--- config.mk ---
export PLATFORM = sky130hd
export DESIGN_NAME = brick_field_writer
export DESIGN_NICKNAME = d
export VERILOG_FILES = /design/src/rtl/brick_field_writer.sv
export SDC_FILE = /design/constraint.sdc
export NUM_CORES = 1
export LEC_CHECK = 0
export ABC_CLOCK_PERIOD_IN_PS = 9200
export CAP_MARGIN = 20
export CORE_MARGIN = 2
export CORE_UTILIZATION = 40
export CTS_CLUSTER_SIZE = 12
export DETAILED_ROUTE_END_ITERATION = 10
export GPL_ROUTABILITY_DRIVEN = 0
export SLEW_MARGIN = 20
export SYNTH_ARGS = -nofsm -noshare
export SYNTH_HDL_FRONTEND = slang
export SYNTH_SLANG_ARGS = --single-unit
--- constraint.sdc ---
create_clock -name clock -period 9.2 [get_ports clock]
set_clock_uncertainty 0.2 [all_clocks]
set_input_delay 1.84 -clock clock [delete_from_list [all_inputs] [get_ports clock]]
set_output_delay 1.84 -clock clock [all_outputs]
set_load 0.01 [all_outputs]
--- src/rtl/brick_field_writer.sv ---
// Playfield owner: loads brick rows, draws the paddle into row 11, clears struck bricks and
// tracks score/status. Define BRICK_FIELD_CHECKER_EN to load a checkerboard brick pattern.
module brick_field_writer #(
    parameter int BRICK_TOP  = 1,
    parameter int BRICK_ROWS = 4,
    parameter int PADDLE_W   = 4,
    parameter int SCORE_W    = 8
) (
    input  logic               clock,
    input  logic               reset,
    input  logic               start,
    input  logic               tick,
    input  logic [3:0]         Ball_rowIndex,
    input  logic [3:0]         Ball_colIndex,
    input  logic [1:0]         Ball_direction,
    input  logic [3:0]         paddle_col,
    output logic [191:0]       data,
    output logic [SCORE_W-1:0] score,
    output logic [7:0]         bricks_left,
    output logic               level_clear,
    output logic               game_over
);
    typedef enum logic [2:0] {IDLE, LOAD, PLAY, CLEAR, OVER} state_t;

`ifdef BRICK_FIELD_CHECKER_EN
    localparam logic [15:0] PAT_EVEN    = 16'h5555;
    localparam logic [15:0] PAT_ODD     = 16'hAAAA;
    localparam logic [7:0]  BRICK_TOTAL = 8'(BRICK_ROWS * 8);
`else
    localparam logic [15:0] PAT_EVEN    = 16'hFFFF;
    localparam logic [15:0] PAT_ODD     = 16'hFFFF;
    localparam logic [7:0]  BRICK_TOTAL = 8'(BRICK_ROWS * 16);
`endif
    localparam logic signed [5:0] ROW_LO    = 6'(BRICK_TOP);
    localparam logic signed [5:0] ROW_HI    = 6'(BRICK_TOP + BRICK_ROWS - 1);
    localparam logic [15:0]       PAD_MASK  = 16'((17'd1 << PADDLE_W) - 17'd1);
    localparam logic [4:0]        PC_MAX    = 5'(16 - PADDLE_W);
    localparam logic [3:0]        K_LAST    = 4'(BRICK_ROWS - 1);
    localparam logic [SCORE_W:0]  SCORE_MAX = {1'b0, {SCORE_W{1'b1}}};

    state_t               state_q, state_d;
    logic [3:0]           k_q, k_d;
    logic [191:0]         data_q, data_d;
    logic [SCORE_W-1:0]   score_q, score_d;
    logic [7:0]           left_q, left_d;
    logic                 level_clear_q, game_over_q;

    logic signed [5:0]    dr, dc, row_s, col_s, v_r, h_c;
    logic                 v_b, h_b, d_b, clr_v, clr_h, clr_d;
    logic [1:0]           n;
    logic [SCORE_W:0]     sum;
    logic [3:0]           pc, load_row;
    logic [15:0]          paddle_row;

    // Brick rows always lie inside the field, so the row window also rejects out-of-range rows.
    function automatic logic in_bricks(input logic signed [5:0] r, input logic signed [5:0] c);
        return (r >= ROW_LO) && (r <= ROW_HI) && (c >= 6'sd0) && (c <= 6'sd15);
    endfunction

    always_comb begin
        state_d = state_q;
        k_d     = k_q;
        data_d  = data_q;
        score_d = score_q;
        left_d  = left_q;

        dr    = Ball_direction[1] ? 6'sd1 : -6'sd1;
        dc    = Ball_direction[0] ? 6'sd1 : -6'sd1;
        row_s = $signed({2'b00, Ball_rowIndex});
        col_s = $signed({2'b00, Ball_colIndex});
        v_r   = row_s + dr;
        h_c   = col_s + dc;
        v_b   = in_bricks(v_r, col_s) && data_q[{v_r[3:0], Ball_colIndex}];
        h_b   = in_bricks(row_s, h_c) && data_q[{Ball_rowIndex, h_c[3:0]}];
        d_b   = in_bricks(v_r, h_c) && data_q[{v_r[3:0], h_c[3:0]}];
        clr_v = v_b;
        clr_h = h_b;
        clr_d = d_b && !v_b && !h_b;
        n     = {1'b0, clr_v} + {1'b0, clr_h} + {1'b0, clr_d};
        sum   = {1'b0, score_q} + {{(SCORE_W-1){1'b0}}, n};

        pc         = ({1'b0, paddle_col} > PC_MAX) ? PC_MAX[3:0] : paddle_col;
        paddle_row = PAD_MASK << pc;
        load_row   = 4'(BRICK_TOP) + k_q;

        if (state_q == LOAD || state_q == PLAY || state_q == CLEAR)
            data_d[176 +: 16] = paddle_row;

        if (start) begin
            state_d = LOAD;
            k_d     = '0;
            if (state_q == IDLE || state_q == OVER)
                score_d = '0;
        end else begin
            case (state_q)
                LOAD: begin
                    if (k_q == 4'd0)
                        data_d[175:0] = '0;
                    data_d[{load_row, 4'b0000} +: 16] = load_row[0] ? PAT_ODD : PAT_EVEN;
                    if (k_q == K_LAST) begin
                        left_d  = BRICK_TOTAL;
                        state_d = PLAY;
                    end else begin
                        k_d = k_q + 4'd1;
                    end
                end
                PLAY: begin
                    if (tick) begin
                        if (clr_v) data_d[{v_r[3:0], Ball_colIndex}] = 1'b0;
                        if (clr_h) data_d[{Ball_rowIndex, h_c[3:0]}] = 1'b0;
                        if (clr_d) data_d[{v_r[3:0], h_c[3:0]}] = 1'b0;
                        score_d = (sum > SCORE_MAX) ? SCORE_MAX[SCORE_W-1:0] : sum[SCORE_W-1:0];
                        left_d  = left_q - {6'b000000, n};
                        // Clearing the last brick outranks the ball reaching the paddle row.
                        if (left_d == 8'd0)
                            state_d = CLEAR;
                        else if (Ball_rowIndex == 4'd11)
                            state_d = OVER;
                    end
                end
                default: ;
            endcase
        end
    end

    always_ff @(posedge clock or posedge reset) begin
        if (reset) begin
            state_q       <= IDLE;
            k_q           <= '0;
            data_q        <= '0;
            score_q       <= '0;
            left_q        <= '0;
            level_clear_q <= 1'b0;
            game_over_q   <= 1'b0;
        end else begin
            state_q       <= state_d;
            k_q           <= k_d;
            data_q        <= data_d;
            score_q       <= score_d;
            left_q        <= left_d;
            level_clear_q <= (state_d == CLEAR);
            game_over_q   <= (state_d == OVER);
        end
    end

    assign data        = data_q;
    assign score       = score_q;
    assign bricks_left = left_q;
    assign level_clear = level_clear_q;
    assign game_over   = game_over_q;
endmodule

Word-level counts from Yosys, hierarchy flattened
Index checks and enable logic that the tools add are counted.
{"block": "word_totals", "regBits": 217, "inputBits": 18, "output_inout_bits": 210}
{"block": "op_classes", "add_sub_neg": 8, "magnitude_cmp": 14, "n_eq_ne": 12, "shift": 3, "muxes": 49, "bitwise": 7, "n_reduce_logical": 30}
{"operator": "192-bit two-way mux", "count": 11}
{"operator": "192-bit bitwise AND", "count": 3}
{"operator": "192-bit inverter", "count": 3}
{"operator": "176-bit two-way mux", "count": 3}
{"operator": "192-bit one-hot mux with 2 select lines", "count": 1}
{"operator": "192-bit bitwise mux", "count": 1}
{"operator": "16-bit by 10-bit variable shift with 192-bit output, first input constant", "count": 1}
{"operator": "16-bit by 10-bit variable part select with 192-bit output, first input constant", "count": 1}
{"operator": "8-bit two-way mux", "count": 7}
{"operator": "8-bit by 9-bit less-than comparator with 1-bit output, second input constant", "count": 3}
{"operator": "1-bit binary-select mux with 8-bit select", "count": 3}
{"operator": "1-bit demux with 8-bit select", "count": 3}
{"operator": "8-bit by 1-bit greater-or-equal comparator with 1-bit output, second input constant", "count": 3}
{"operator": "16-bit two-way mux", "count": 1}
{"operator": "4-bit two-way mux", "count": 4}
{"operator": "8-bit one-hot mux with 2 select lines", "count": 1}
{"operator": "4-bit by 4-bit left shift with 16-bit output, first input constant", "count": 1}
{"operator": "3-bit two-way mux", "count": 5}
{"operator": "1-bit logical AND", "count": 14}
{"operator": "5-bit by 6-bit adder with 6-bit output", "count": 2}
{"operator": "6-bit two-way mux", "count": 2}
{"operator": "8-bit negation with 10-bit output", "count": 1}
{"operator": "8-bit by 2-bit adder with 9-bit output", "count": 1}
{"operator": "3-bit by 2-bit equality test with 1-bit output, second input constant", "count": 3}
{"operator": "other kinds (30)", "count": 45}

Depth between registers and ports, before layout
{"block": "depth", "ltp_word": 22, "depth_mapped": 29, "mapped_depth_nobuf": 21}

Worst setup path after synthesis
No wires, ideal clock.
{"block": "synth_timing", "path_kind": "input -> register", "from": "input port Ball_colIndex[0]", "to": "register level_clear_q (netlist: level_clear)", "setup_ps": 67, "t_arrival_ps": 7465, "required_time_ps": 8933, "setup_slack_ps": 1468, "path_stages": 28, "path_buffers": 9, "cell_sequence": "buf_6 inv_1 buf_2 buf_1 fa_1 buf_6 buf_6 buf_4 buf_4 buf_4 buf_1 mux4_2 nand2_1 and3_1 o21ai_0 o311ai_0 a311o_1 a31oi_1 inv_1 ha_1 a211oi_1 xor2_1 nor2_1 nand3_1 a41oi_1 o21ai_0 a21boi_0 and3b_1"}
{"block": "synth_via", "elab_chain_len": 15, "word_cells_on_any_way": 29, "classes_between": "add/sub (4); order compare (2); eq/ne (1); mux (10); reduce/logical (12)"}
{"element": "from (decl)", "line": "14", "text": "input logic [3:0] Ball_colIndex,"}
{"element": "parallel branches: the longest is 7 deep, another holds 5-bit by 6-bit adder with 6-bit output"}
{"element": "2-bit by 1-bit adder with 2-bit output *", "line": "79", "text": "n = {1'b0, clr_v} + {1'b0, clr_h} + {1'b0, clr_d};"}
{"element": "8-bit by 2-bit subtractor with 8-bit output *", "line": "113", "text": "left_d = left_q - {6'b000000, n};"}
{"element": "8-bit logical NOT *", "line": "115", "text": "if (left_d == 8'd0)"}
{"element": "3-bit two-way mux *", "line": "115"}
{"element": "3-bit two-way mux *", "line": "108", "text": "if (tick) begin"}
{"element": "3-bit one-hot mux with 2 select lines *", "line": "95", "text": "case (state_q)"}
{"element": "3-bit two-way mux *", "line": "89", "text": "if (start) begin"}
{"element": "via state_d[1]", "line": "41", "text": "state_t state_q, state_d;"}
{"element": "3-bit by 2-bit equality test with 1-bit output *", "line": "141", "text": "level_clear_q <= (state_d == CLEAR);"}
{"element": "to (signal assigned)", "line": "141"}
{"element": "to (decl)", "line": "46", "text": "logic level_clear_q, game_over_q;"}
Mark *: on every way through the listed nets, which the timed path passes. The select of a mux whose other input is x is not followed.
A chain may end at the register's enable or synchronous reset.

Worst setup path in the final report
{"block": "layout_timing", "from": "input port Ball_direction[0]", "to": "register level_clear_q (netlist: level_clear)"}
{"block": "layout_via", "elab_chain_len": 16, "word_cells_on_any_way": 26, "classes_between": "add/sub (4); order compare (2); eq/ne (1); mux (9); reduce/logical (10)"}
{"element": "from (decl)", "line": "15", "text": "input logic [1:0] Ball_direction,"}
{"element": "6-bit two-way mux *", "line": "68", "text": "dc = Ball_direction[0] ? 6'sd1 : -6'sd1;"}
{"element": "5-bit by 6-bit adder with 6-bit output *", "line": "72", "text": "h_c = col_s + dc;"}
{"element": "parallel branches: the longest is 6 deep, another holds 1-bit by 1-bit adder with 2-bit output"}
{"element": "2-bit by 1-bit adder with 2-bit output *", "line": "79"}
{"element": "8-bit by 2-bit subtractor with 8-bit output *", "line": "113"}
{"element": "8-bit logical NOT *", "line": "115"}
{"element": "3-bit two-way mux *", "line": "115"}
{"element": "3-bit two-way mux *", "line": "108"}
{"element": "3-bit one-hot mux with 2 select lines *", "line": "95"}
{"element": "3-bit two-way mux *", "line": "89"}
{"element": "via state_d[1]", "line": "41"}
{"element": "3-bit by 2-bit equality test with 1-bit output *", "line": "141"}
Marks and branches as above.

==> impl_results.md <==
* Outcome: finished, final reports clean
* Least-Margin Pin Slew at 1160 ps
* Dpl cell area at 17900 sq um
* Root buf cell: clkbuf_16
* Mean Syn Cell Area at 8.97 sq um
* Global-route wire length before repair at 93100 um
* Area grow syn2layout at 22.4%
* Initial core utilization at 40.7%
* GRT Total Usage at 30.3%
* R2R cell count at 17
* Layout cell share with drive strength beyond 1 at 9.25%
* Leakage power at 8.07 nW
* Vias in the first global route at 14800
* Worst-path clk slew at 60 ps
* Worst skew pair latency at 560 ps
* I/O pin cnt at 228
* DRT iter0 DRCs at 2143
* Initial antenna violation count at 4
* Final antenna-violating net count at 0
* Die area at 39900 sq um
* Worst hold path class: reg -> reg
* DRT Wirelength at 61000 um
* Clk sinks at 217
* Buffer count from post-CTS setup fixing at 0
* Crit Path Max Fanout at 19
* DPL Wire Length at 42100 um
* Die height at 200 um
* Max-cap viol count at 0
* Drt wl/cell at 25.6 um
* Area leader, netlist: dfrtp_1
* Setup violations, final at 0
* CP Launch Type: input port
* Residual overflow from global routing at 0
* Num CTS Buffers at 26
* Hold_sp: data[152]$_DFFE_PP0P_
* Top-count cell post-synth: nand2_1
* Post-Syn Area at 15300 sq um
* Nets@finish at 1901
* Hold depth at 1
* Post-synth ARST share at 100%
* Worst Path Required at 9490 ps
* Min Tclk post-route at 8000 ps
* Final Cell Area at 18800 sq um
* Util after Layout at 49.8%
* Pin count of the biggest net entering global routing at 105
* Vias at 15600
* Crit path DAT at 8290 ps
* CTS tree: done
* Post-synth EDFFs at 0
* Period utilization at 87.0%
* Worst setup EP type: flop
* Routed vias/inst at 6.56
* Yosys reg bits at 217
* Pins Over Slew Limit at 0
* Core Region at 37700 sq um
* Synth Warn # at 0
* Fin Setup TNS at 0 ps
* Power Dens Cells at 233 nW/um^2
* Port Buffers at 227
* Sequential fraction of the synthesis area at 35.4%
* Post-Syn Nets at 1758
* Final hold vios at 0
* H-tree depth at 1
* Top cells by count, synth: nand2_1 (220), dfrtp_1 (217), a21oi_1 (158), clkbuf_1 (105), nor2_1 (105)
* Achievable Freq at 125 MHz
* Placed cells at 2334
* FILL cells at 3599
* Clk buf depth at 3
* RSZ-0062 raised after global routing: false
* Finished Layout Cells at 2384
* Cell row count at 71
* Pre-CTS setup slack at 657 ps
* DR pass1 iterations at 6
* Main flop type after synthesis: dfrtp_1
* Rel. slew slack at 21.9%
* Remaining DRCs at 0
* Synth top area share at 35.4%
* Crit path kind: in -> reg
* Largest cells by area after synthesis: dfrtp_1 (35%), mux4_2 (7.9%), nand2_1 (5.4%)
* Worst Hold Path EP: data[152]$_DFFE_PP0P_
* Hold Buf Count CTS at 0
* Reg2Reg Setup Slack at 3860 ps
* Worst Setup Slack, final at 1200 ps
* Peak VDD IR at 0.168 mV
* Tot Pwr at 4.37 mW
* R2r endpoint: level_clear$_DFF_PP0_
* Die Wd at 200 um
* WHS at 308 ps
* Reg2reg start: data[117]$_DFFE_PP0P_
* Synth cell types at 70
* Post-Synthesis Cells at 1709
* Post-CTS Resized at 0
## flip-flops by register name, summed over array words and instances (netlist names)
name and count:
k_q 4, state_q 3, game_over 1, level_clear 1, score 8, data 192, bricks_left 8
## worst max-delay path, cell delays in order
cell and delay, ps:
clkdlybuf4s50_1 580, inv_1 150, ha_1 430, and3_1 270, o21ai_1 470, nand2_1 540, buf_4 330, and3_1 140
o21ai_0 150, o311ai_0 180, a311o_1 330, a31oi_1 460, inv_1 190, ha_1 320, a211oi_1 570, xor2_1 140
nor2_1 130, nand3_1 110, a41oi_1 280, o21ai_0 100, a21boi_0 330, and3b_1 220
## layer usage
layer / track usage, % / wire length [um]
met1: 41.5 / 24600
met2: 46.6 / 27100
met3: 7.09 / 6600
met4: 11.6 / 2610
met5: 0 / 27
## cells by family (layout without fill, tap and decap cells)
| group | after synthesis | in the layout | share of synthesized area (%) |
|---|---|---|---|
| simple gates | 582 | 582 | 18.3 |
| compound gates | 530 | 530 | 23.5 |
| flops | 217 | 217 | 35.4 |
| buf+inv | 195 | 356 | 5.46 |
| mux | 137 | 137 | 13.5 |
| fa+ha+maj | 31 | 31 | 2.73 |
| xor+xnor | 17 | 17 | 1.02 |
| other cells | 0 | 3 | 0 |
## cell type report
class	count	area, sq um	area share (%)
clock buffer	39	729	3.89
timing repair buffer	268	2570	13.7
multi-input combinational	1297	9130	48.6
tap	511	639	3.41
sequential	217	5430	28.9
antenna	3	7.51	0.0400
clock inverter	7	96.3	0.513
inverter	42	165	0.880
## worst max-delay path by stage
| stage | startpoint | to | slack, ps | depth (start not counted) |
|---|---|---|---|---|
| after detailed placement | Ball_direction[0] | level_clear$_DFF_PP0_ | 660 | 19 |
| after CTS | Ball_direction[0] | level_clear$_DFF_PP0_ | 1220 | 22 |
| after floorplan | reset | bricks_left[0]$_DFFE_PP0P_ | 1220 | 1 |
| final | Ball_direction[0] | level_clear$_DFF_PP0_ | 1200 | 22 |
| after global placement | Ball_direction[0] | level_clear$_DFF_PP0_ | 910 | 21 |
| after global routing | Ball_direction[0] | level_clear$_DFF_PP0_ | 550 | 22 |
## power by group
part / internal, mW / switching (mW)
sequential: 1.19 / 0.357
combinational: 0.842 / 0.949
clock: 0.601 / 0.437
## cells in the final DEF (no fill, tap or decap), types with 21 or more instances in the layout
cell type / Yosys / layout
clkdlybuf4s50_1: 0 / 225
nand2_1: 220 / 219
dfrtp_1: 217 / 217
a21oi_1: 158 / 158
nor2_1: 105 / 102
o21ai_0: 96 / 96
nand3_1: 75 / 75
mux2i_1: 64 / 64
a221o_1: 64 / 64
mux4_2: 54 / 54
nand4_1: 53 / 53
a21o_1: 51 / 51
buf_4: 8 / 42
inv_1: 41 / 40
ha_1: 27 / 26
clkbuf_16: 0 / 26
o211ai_1: 25 / 25
o311ai_0: 22 / 22
and4_1: 21 / 21
(Power assumes the default switching activity.)
